$ cat config.mk
export PLATFORM = sky130hd
export DESIGN_NAME = usb_txn_sequencer
export DESIGN_NICKNAME = d
export VERILOG_FILES = /design/src/rtl/usb_txn_sequencer.sv
export SDC_FILE = /design/constraint.sdc
export NUM_CORES = 1
export LEC_CHECK = 0
export CORE_ASPECT_RATIO = 0.6
export CORE_MARGIN = 2
export CORE_UTILIZATION = 48
export CTS_BUF_LIST = sky130_fd_sc_hd__clkbuf_4
export DETAILED_ROUTE_END_ITERATION = 8
export GPL_ROUTABILITY_DRIVEN = 0
export GPL_TIMING_DRIVEN = 0
export PLACE_DENSITY = 0.89
export SLEW_MARGIN = 25
export SYNTH_ARGS = -nofsm -noshare
export SYNTH_HDL_FRONTEND = slang
export SYNTH_SLANG_ARGS = --single-unit
$ cat constraint.sdc
create_clock -name clk -period 10.1 [get_ports clk]
set_input_delay 2.02 -clock clk [delete_from_list [all_inputs] [get_ports clk]]
set_output_delay 2.02 -clock clk [all_outputs]
set_load 0.05 [all_outputs]
$ cat src/rtl/usb_txn_sequencer.sv
// Host-side USB transaction sequencer: sends token/data/handshake packets to the encoder,
// waits for the device response, retries failed attempts and tracks the DATA0/DATA1 toggle.
module usb_txn_sequencer #(
  parameter int MAX_RETRY   = 3,
  parameter int TIMEOUT_CYC = 64,
  parameter int IPG_CYC     = 4
) (
  input  logic        clk,
  input  logic        rst,
  input  logic        req_valid,
  output logic        req_ready,
  input  logic        req_is_in,
  input  logic [6:0]  req_addr,
  input  logic [3:0]  req_endp,
  input  logic [63:0] req_data,
  output logic        pkt_avail,
  output logic [7:0]  pid_in,
  output logic [6:0]  addr_in,
  output logic [3:0]  endp_in,
  output logic [63:0] data_in,
  input  logic        enc_last,
  input  logic        rx_pkt_valid,
  input  logic [7:0]  rx_pid,
  input  logic [63:0] rx_data,
  input  logic        rx_crc_ok,
  output logic        done,
  output logic [1:0]  status,
  output logic [63:0] resp_data,
  output logic [3:0]  dbg_state
);

  localparam logic [7:0] PID_OUT   = 8'hE1;
  localparam logic [7:0] PID_IN    = 8'h69;
  localparam logic [7:0] PID_DATA0 = 8'hC3;
  localparam logic [7:0] PID_DATA1 = 8'h4B;
  localparam logic [7:0] PID_ACK   = 8'hD2;
  localparam logic [7:0] PID_STALL = 8'h1E;

  localparam int TW = $clog2(TIMEOUT_CYC + 1);
  localparam int GW = (IPG_CYC > 1) ? $clog2(IPG_CYC) : 1;
  localparam int RW = (MAX_RETRY > 0) ? $clog2(MAX_RETRY + 1) : 1;

  typedef enum logic [3:0] {
    S_IDLE, S_TOKEN, S_TOK_WAIT, S_GAP, S_DATA,
    S_DATA_WAIT, S_WAIT_RESP, S_HS, S_HS_WAIT, S_DONE
  } state_t;

  state_t        state, state_n, pend, pend_n;
  logic [GW-1:0] gap_cnt;
  logic [TW-1:0] timer;
  logic [RW-1:0] retry_cnt;
  logic          toggle;
  logic          is_in_q;
  logic [6:0]    addr_q;
  logic [3:0]    endp_q;
  logic [63:0]   data_q;
  logic          fail, ack_ok, in_ok;
  logic [1:0]    fin_status;

  // Request handshake: a request is taken on any clock edge where req_valid and
  // req_ready are both high; req_ready is high only while the sequencer is idle.
  assign req_ready = (state == S_IDLE);
  assign pkt_avail = (state == S_TOKEN) || (state == S_DATA) || (state == S_HS);
  assign done      = (state == S_DONE);
  assign dbg_state = state;

  always_comb begin
    state_n    = state;
    pend_n     = pend;
    fail       = 1'b0;
    ack_ok     = 1'b0;
    in_ok      = 1'b0;
    fin_status = 2'b00;
    case (state)
      S_IDLE:      if (req_valid) state_n = S_TOKEN;
      S_TOKEN:     state_n = S_TOK_WAIT;
      S_TOK_WAIT: begin
        if (enc_last) begin
          if (is_in_q) begin
            state_n = S_WAIT_RESP;
          end else begin
            state_n = S_GAP;
            pend_n  = S_DATA;
          end
        end
      end
      S_GAP:       if (gap_cnt == GW'(IPG_CYC - 1)) state_n = pend;
      S_DATA:      state_n = S_DATA_WAIT;
      S_DATA_WAIT: if (enc_last) state_n = S_WAIT_RESP;
      S_WAIT_RESP: begin
        // A packet arriving in the expiry cycle is still honoured.
        if (rx_pkt_valid) begin
          if (rx_pid == PID_STALL) begin
            state_n    = S_DONE;
            fin_status = 2'b01;
          end else if (!is_in_q && rx_pid == PID_ACK) begin
            state_n = S_DONE;
            ack_ok  = 1'b1;
          end else if (is_in_q && rx_crc_ok &&
                       (rx_pid == PID_DATA0 || rx_pid == PID_DATA1)) begin
            in_ok   = 1'b1;
            state_n = S_GAP;
            pend_n  = S_HS;
          end else begin
            fail = 1'b1;
          end
        end else if (timer == TW'(TIMEOUT_CYC)) begin
          fail = 1'b1;
        end
      end
      S_HS:        state_n = S_HS_WAIT;
      S_HS_WAIT:   if (enc_last) state_n = S_DONE;
      S_DONE:      state_n = S_IDLE;
      default:     state_n = S_IDLE;
    endcase
    if (fail) begin
      if (retry_cnt == RW'(MAX_RETRY)) begin
        state_n    = S_DONE;
        fin_status = 2'b10;
      end else begin
        state_n = S_GAP;
        pend_n  = S_TOKEN;
      end
    end
  end

  always_ff @(posedge clk or posedge rst) begin
    if (rst) begin
      state     <= S_IDLE;
      pend      <= S_IDLE;
      gap_cnt   <= '0;
      timer     <= '0;
      retry_cnt <= '0;
      toggle    <= 1'b0;
      is_in_q   <= 1'b0;
      addr_q    <= '0;
      endp_q    <= '0;
      data_q    <= '0;
      pid_in    <= '0;
      addr_in   <= '0;
      endp_in   <= '0;
      data_in   <= '0;
      status    <= '0;
      resp_data <= '0;
    end else begin
      state <= state_n;
      pend  <= pend_n;
      gap_cnt <= (state == S_GAP && state_n == S_GAP) ? gap_cnt + GW'(1) : '0;
      if (state != S_WAIT_RESP)        timer <= '0;
      else if (timer != TW'(TIMEOUT_CYC)) timer <= timer + TW'(1);
      if (state == S_IDLE && req_valid) begin
        is_in_q   <= req_is_in;
        addr_q    <= req_addr;
        endp_q    <= req_endp;
        data_q    <= req_data;
        retry_cnt <= '0;
        pid_in    <= req_is_in ? PID_IN : PID_OUT;
        addr_in   <= req_addr;
        endp_in   <= req_endp;
      end
      if (fail && retry_cnt != RW'(MAX_RETRY)) retry_cnt <= retry_cnt + RW'(1);
      if (state == S_DONE) retry_cnt <= '0;
      if (ack_ok) toggle <= ~toggle;
      if (in_ok)  resp_data <= rx_data;
      if (state_n == S_DONE && state != S_DONE) status <= fin_status;
      // Packet fields are loaded on entry to the send state and held through the wait.
      if (state == S_GAP && state_n == S_TOKEN) begin
        pid_in  <= is_in_q ? PID_IN : PID_OUT;
        addr_in <= addr_q;
        endp_in <= endp_q;
      end
      if (state == S_GAP && state_n == S_DATA) begin
        pid_in  <= toggle ? PID_DATA1 : PID_DATA0;
        data_in <= data_q;
      end
      if (state == S_GAP && state_n == S_HS) pid_in <= PID_ACK;
    end
  end

endmodule
Word-level counts from Yosys, hierarchy flattened
Cells that the tools add are included.
Widths: inputs -> output; s select.
{ "totals": {"reg_bits": 245, "input_bits": 154} }
{ "classes": {"n_reduce_logical": 19, "eq_ne": 25, "n_bitwise": 1, "n_mux": 59, "n_addsub": 3} }
{ "ops": {"columns": ["op", "n"], "rows": [
  ["$mux 4", 21],
  ["$mux 8", 7],
  ["$pmux 4 s9", 1],
  ["$mux 7", 4],
  ["$eq 4x3->1 const B", 6],
  ["$mux 1", 18],
  ["$eq 8x8->1 const B", 2],
  ["$eq 4x2->1 const B", 3],
  ["$eq 4x4->1 const B", 3],
  ["$mux 2", 6],
  ["$logic_and 1x1->1", 10],
  ["$eq 4x1->1 const B", 2],
  ["$eq 8x5->1 const B", 1],
  ["$eq 8x7->1 const B", 1],
  ["$pmux 4 s2", 1],
  ["$add 7x1->7 const B", 1],
  ["$eq 7x7->1 const B", 1],
  ["$ne 7x7->1 const B", 1],
  ["$add 2x1->2 const B", 2],
  ["$eq 2x2->1 const B", 2],
  ["$logic_not 4->1", 1],
  ["$ne 4x3->1 const B", 1],
  ["$ne 4x4->1 const B", 1],
  ["$reduce_bool 2->1", 2],
  ["other kinds (7)", 9]
]} }

Logic depth before layout (Yosys ltp)
{ "logic_depth": {"depth_word": 14, "depth_mapped": 12} }

Worst setup path before layout
OpenSTA, ideal clock, no wires.
{ "synth_path": {"path_kind": "reg-to-output", "from": "reg state[0] (netlist: dbg_state[0])", "to": "out req_ready", "path_slack_ns": 5.513, "path_buffers": 2, "t_arrival_ns": 2.567, "required_time_ns": 8.080, "path_stages_with_launch": 4, "cell_sequence": "dfrtp_1 buf_2 buf_2 nor4_1"} }
{ "synth_between": {"elab_chain_len": 1} }
{ "synth_lines": {"columns": ["item", "line_no", "source"], "rows": [
  ["from (decl)", "48", "state_t state, state_n, pend, pend_n;"],
  ["from (signal assigned)", "146", "state <= state_n;"],
  ["$logic_not 4->1", "62", "assign req_ready = (state == S_IDLE);"],
  ["to (decl)", "11", "output logic req_ready,"]
]} }
No other way between the ends.

Final worst setup path
{ "layout_path": {"from": "reg state[0] (netlist: dbg_state[0])", "to": "out done"} }
{ "layout_between": {"elab_chain_len": 1} }
{ "layout_lines": {"columns": ["item", "line_no", "source"], "rows": [
  ["$eq 4x4->1", "64", "assign done = (state == S_DONE);"],
  ["to (decl)", "26", "output logic done,"]
]} }
No other way between the ends.

==> flow_summary_export.csv <==
group,metric,value,unit
clocking,cts.reportedPaths.clkPinSlew,80,ps
logic_synthesis,post_synth.cell_area_avg,11.7,um^2
logic_synthesis,synthXorXnorAreaFrac,0.709,%
global_routing,grt_pass1_vias,8241,
clocking,cts_max_level,2,
layout,fin_cells,1528,
place,dpl-instance-area,13400,um^2
power,peakVddDrop,0.000127,V
power,power_density,206,nW/um^2
routing,first_pass_iters,5,
power,switching_power,0.00103,W
clocking,cts_root_buf,"clkbuf_4",
routing,wl,28.4,mm
power,power.share.clock,26.9,%
logic_synthesis,synth_area,9880,um^2
logic_synthesis,synth-simple-area-share,15.2,%
routing,drt_iter0_drc,425,
flow_run,max_cap_viol_count,0,
timing,finalCritPeriodShare,47.9,%
place,port_buffers,307,
hold_path,holdCritPathClass,"register to register",
routing,vias_per_cell,5.18,
setup_path,worstSetupStartpointType,"register",
global_routing,grt_overflow,0,
timing,setup_ws,5260,ps
die,num_rows,40,
timing,clock_skew,50.7,ps
timing,slew_violations,0,
place,pre_cts_slack,5240,ps
power,pwr-share-seq,44.2,%
logic_synthesis,syn_nets,1005,
global_routing,grt_use_total,26.2,%
clocking,cts_num_sinks,244,
power,p_sw_share,35.3,%
global_routing,antenna_found_initial,4,
place,dp_hpwl,20.7,mm
layout,utilization,70.0,%
logic_synthesis,synthArstFlopShare,100,%
logic_synthesis,synth_adder_area_share,0.506,%
timing,max_freq,207,MHz
routing,wire_per_inst,18.6,um
timing,fin_crit,4840,ps
setup_path,path_class,"register to output port",
logic_synthesis,yosysTopAreaCellShare,61.8,%
routing,drcViolationCount,0,
place,dp.cells,1429,
power,pwr-share-comb,28.8,%
power,p_total,0.00290,W
setup_path,arrival,2820,ps
timing,rsz0062_at_grt,"false",
power,intPower,0.00188,W
logic_synthesis,synth-seq-cells,244,
die,fp.dieH,115,um
routing,ant_nets,0,
logic_synthesis,ys_top_cells_by_area,"dfrtp_1 62%, mux2_2 14%, nand2_1 9.8%",
clocking,cts_tree,"built",
clocking,clk_path_buf_depth,3,
logic_synthesis,synth-compound-area-share,4.46,%
logic_synthesis,synthMuxAreaShare,14.8,%
global_routing,grt_pass1_wl,44.3,mm
die,coreArea,20100,um^2
layout,layout.nets,1371,
die,initial_core_util,49.1,%
logic_synthesis,yosysSeqAreaShare,61.8,%
timing,setup_viol,0,
clocking,cts_setup_buffers,0,
power,leakagePower,6.81,nW
logic_synthesis,synth_top_family_by_area,"simple AND/OR/NAND/NOR gates",
global_routing,grt_max_degree,104,
logic_synthesis,synth-main-ff-cell,"dfrtp_1",
clocking,cts_resized,0,
logic_synthesis,yosys.area.top_type,"dfrtp_1",
logic_synthesis,synth_edf_count,0,
die,ios,310,
die,die_width,189,um
logic_synthesis,synthDistinctLibCells,61,
clocking,ctsHoldBuffers,0,
layout,fin_area,14100,um^2
layout,area_delta_synth_final,42.5,%
status,outcome,"finished, final reports clean",
clocking,numCtsBuffers,55,
setup_path,critical_path.max_fanout,10,
timing,tightest_slew,739,ps
logic_synthesis,syn_inst,847,
logic_synthesis,ys_warn_count,0,
timing,hold_viol_final,0,
setup_path,endpoint_kind,"output port",
routing,vias,7908,
layout,drive_gt1_share,19.9,%
clocking,clk_latency,660,ps
die,dieArea,21800,um^2
setup_path,cp.required,8080,ps
timing,relSlewSlack,50.7,%
## kinds of logic after synthesis
kind of cell	Yosys count
flops	244
simple gates	343
compound gates	61
buf+inv	56
fa+ha+maj	4
xor+xnor	8
mux	130
other cells	1
## stage by stage
stage	TNS, ps	hold slack [ps]
after floorplan	0	418
after global placement	-371720	433
after detailed placement	0	447
after CTS	0	457
after global routing	0	477
final	0	450
## routing by layer
layer,track usage (%),part of all wire [%],vias up
li1,-,-,3621
met1,33.7,42,3879
met2,42.4,46,348
met3,8.85,9.5,58
met4,8.63,2.5,2
met5,0,0.056,-
## layout by cell type, fill, tap and decap left out, types with 3 or more instances in the layout
master and count:
mux2_1 6, a21o_1 4, buf_1 4, nand3b_1 4, o21ai_0 7, buf_2 18
nand2b_1 6, and3_1 3, nor3_1 21, o211a_1 3, ha_1 4, nand3_1 6
nand2_1 257, nor2_1 20, nor3b_1 4, dfrtp_1 244, mux2_2 123, clkbuf_4 83
buf_4 3, a21oi_1 13, and4b_1 3, xor2_1 4, xnor2_1 4, inv_1 10
nand4bb_1 3, clkinv_1 9, a31oi_1 13, clkbuf_1 19, clkdlybuf4s50_1 307
## final cells by class
class                           instances  area, um^2
Multi-Input combinational cell        547        3540
Fill cell                            1460        6040
Timing Repair Buffer                  309        3130
Buffer                                 44         199
Antenna cell                            2        5.00
Sequential cell                       244        6110
Clock inverter                         14        85.1
Inverter                               12        52.6
Tap cell                              273         342
Clock buffer                           83         623
## worst max-delay path: stages (launching register included)
cell,delay (ps)
dfrtp_1,360
buf_2,210
buf_2,240
nand2_1,70
nor3_1,310
clkdlybuf4s50_1,950
## synth_stat cells, drive strengths merged, types with 2 or more instances
cell type,n
inv,12
nand3,6
dfrtp,244
ha,4
a21o,4
o211ai,3
buf,25
or4,2
and3,3
nor3b,5
o21a,2
nor3,21
and4bb,3
a31oi,14
nand2b,6
and4b,3
o21ai,8
a21oi,14
nand2,258
mux2,129
xnor2,4
nor4,4
nand4bb,3
xor2,4
nor2,20
nand3b,4
o211a,3
clkbuf,19
## worst paths after layout
kind                                         from                 endpoint  slack, ps  depth (start not counted)
setup / recovery           dbg_state[0]$_DFF_PP0_                     done       5260                          5
hold / removal               gap_cnt[0]$_DFF_PP0_     gap_cnt[0]$_DFF_PP0_        450                          1
setup reg to reg           dbg_state[2]$_DFF_PP0_    data_q[1]$_DFFE_PP0P_       7140                          8
hold reg to reg              gap_cnt[0]$_DFF_PP0_     gap_cnt[0]$_DFF_PP0_        450                          1
max in group asynchronous                     rst   data_q[53]$_DFFE_PP0P_       7410                          3
min in group asynchronous                     rst  data_in[12]$_DFFE_PP0P_       1800                          2
## flip-flops by register name (all words and copies together) (netlist names)
name and cells:
addr_in 7, retry_cnt 2, toggle 1, is_in_q 1
data_q 64, addr_q 7, endp_q 4, timer 7
pend 4, data_in 64, status 2, dbg_state 4
gap_cnt 2, resp_data 64, endp_in 4, pid_in 7
## power groups by stage
stage	clock network, W	registers (W)	logic (W)
floorplan	0	0.00141	0.000404
global placement	0	0.00128	0.000805
CTS	0.000801	0.00128	0.000841
finish	0.000782	0.00128	0.000837
detailed placement	0	0.00130	0.000834
global route	0.000857	0.00131	0.000916
No activity file was read; power rests on OpenSTA's default activity.
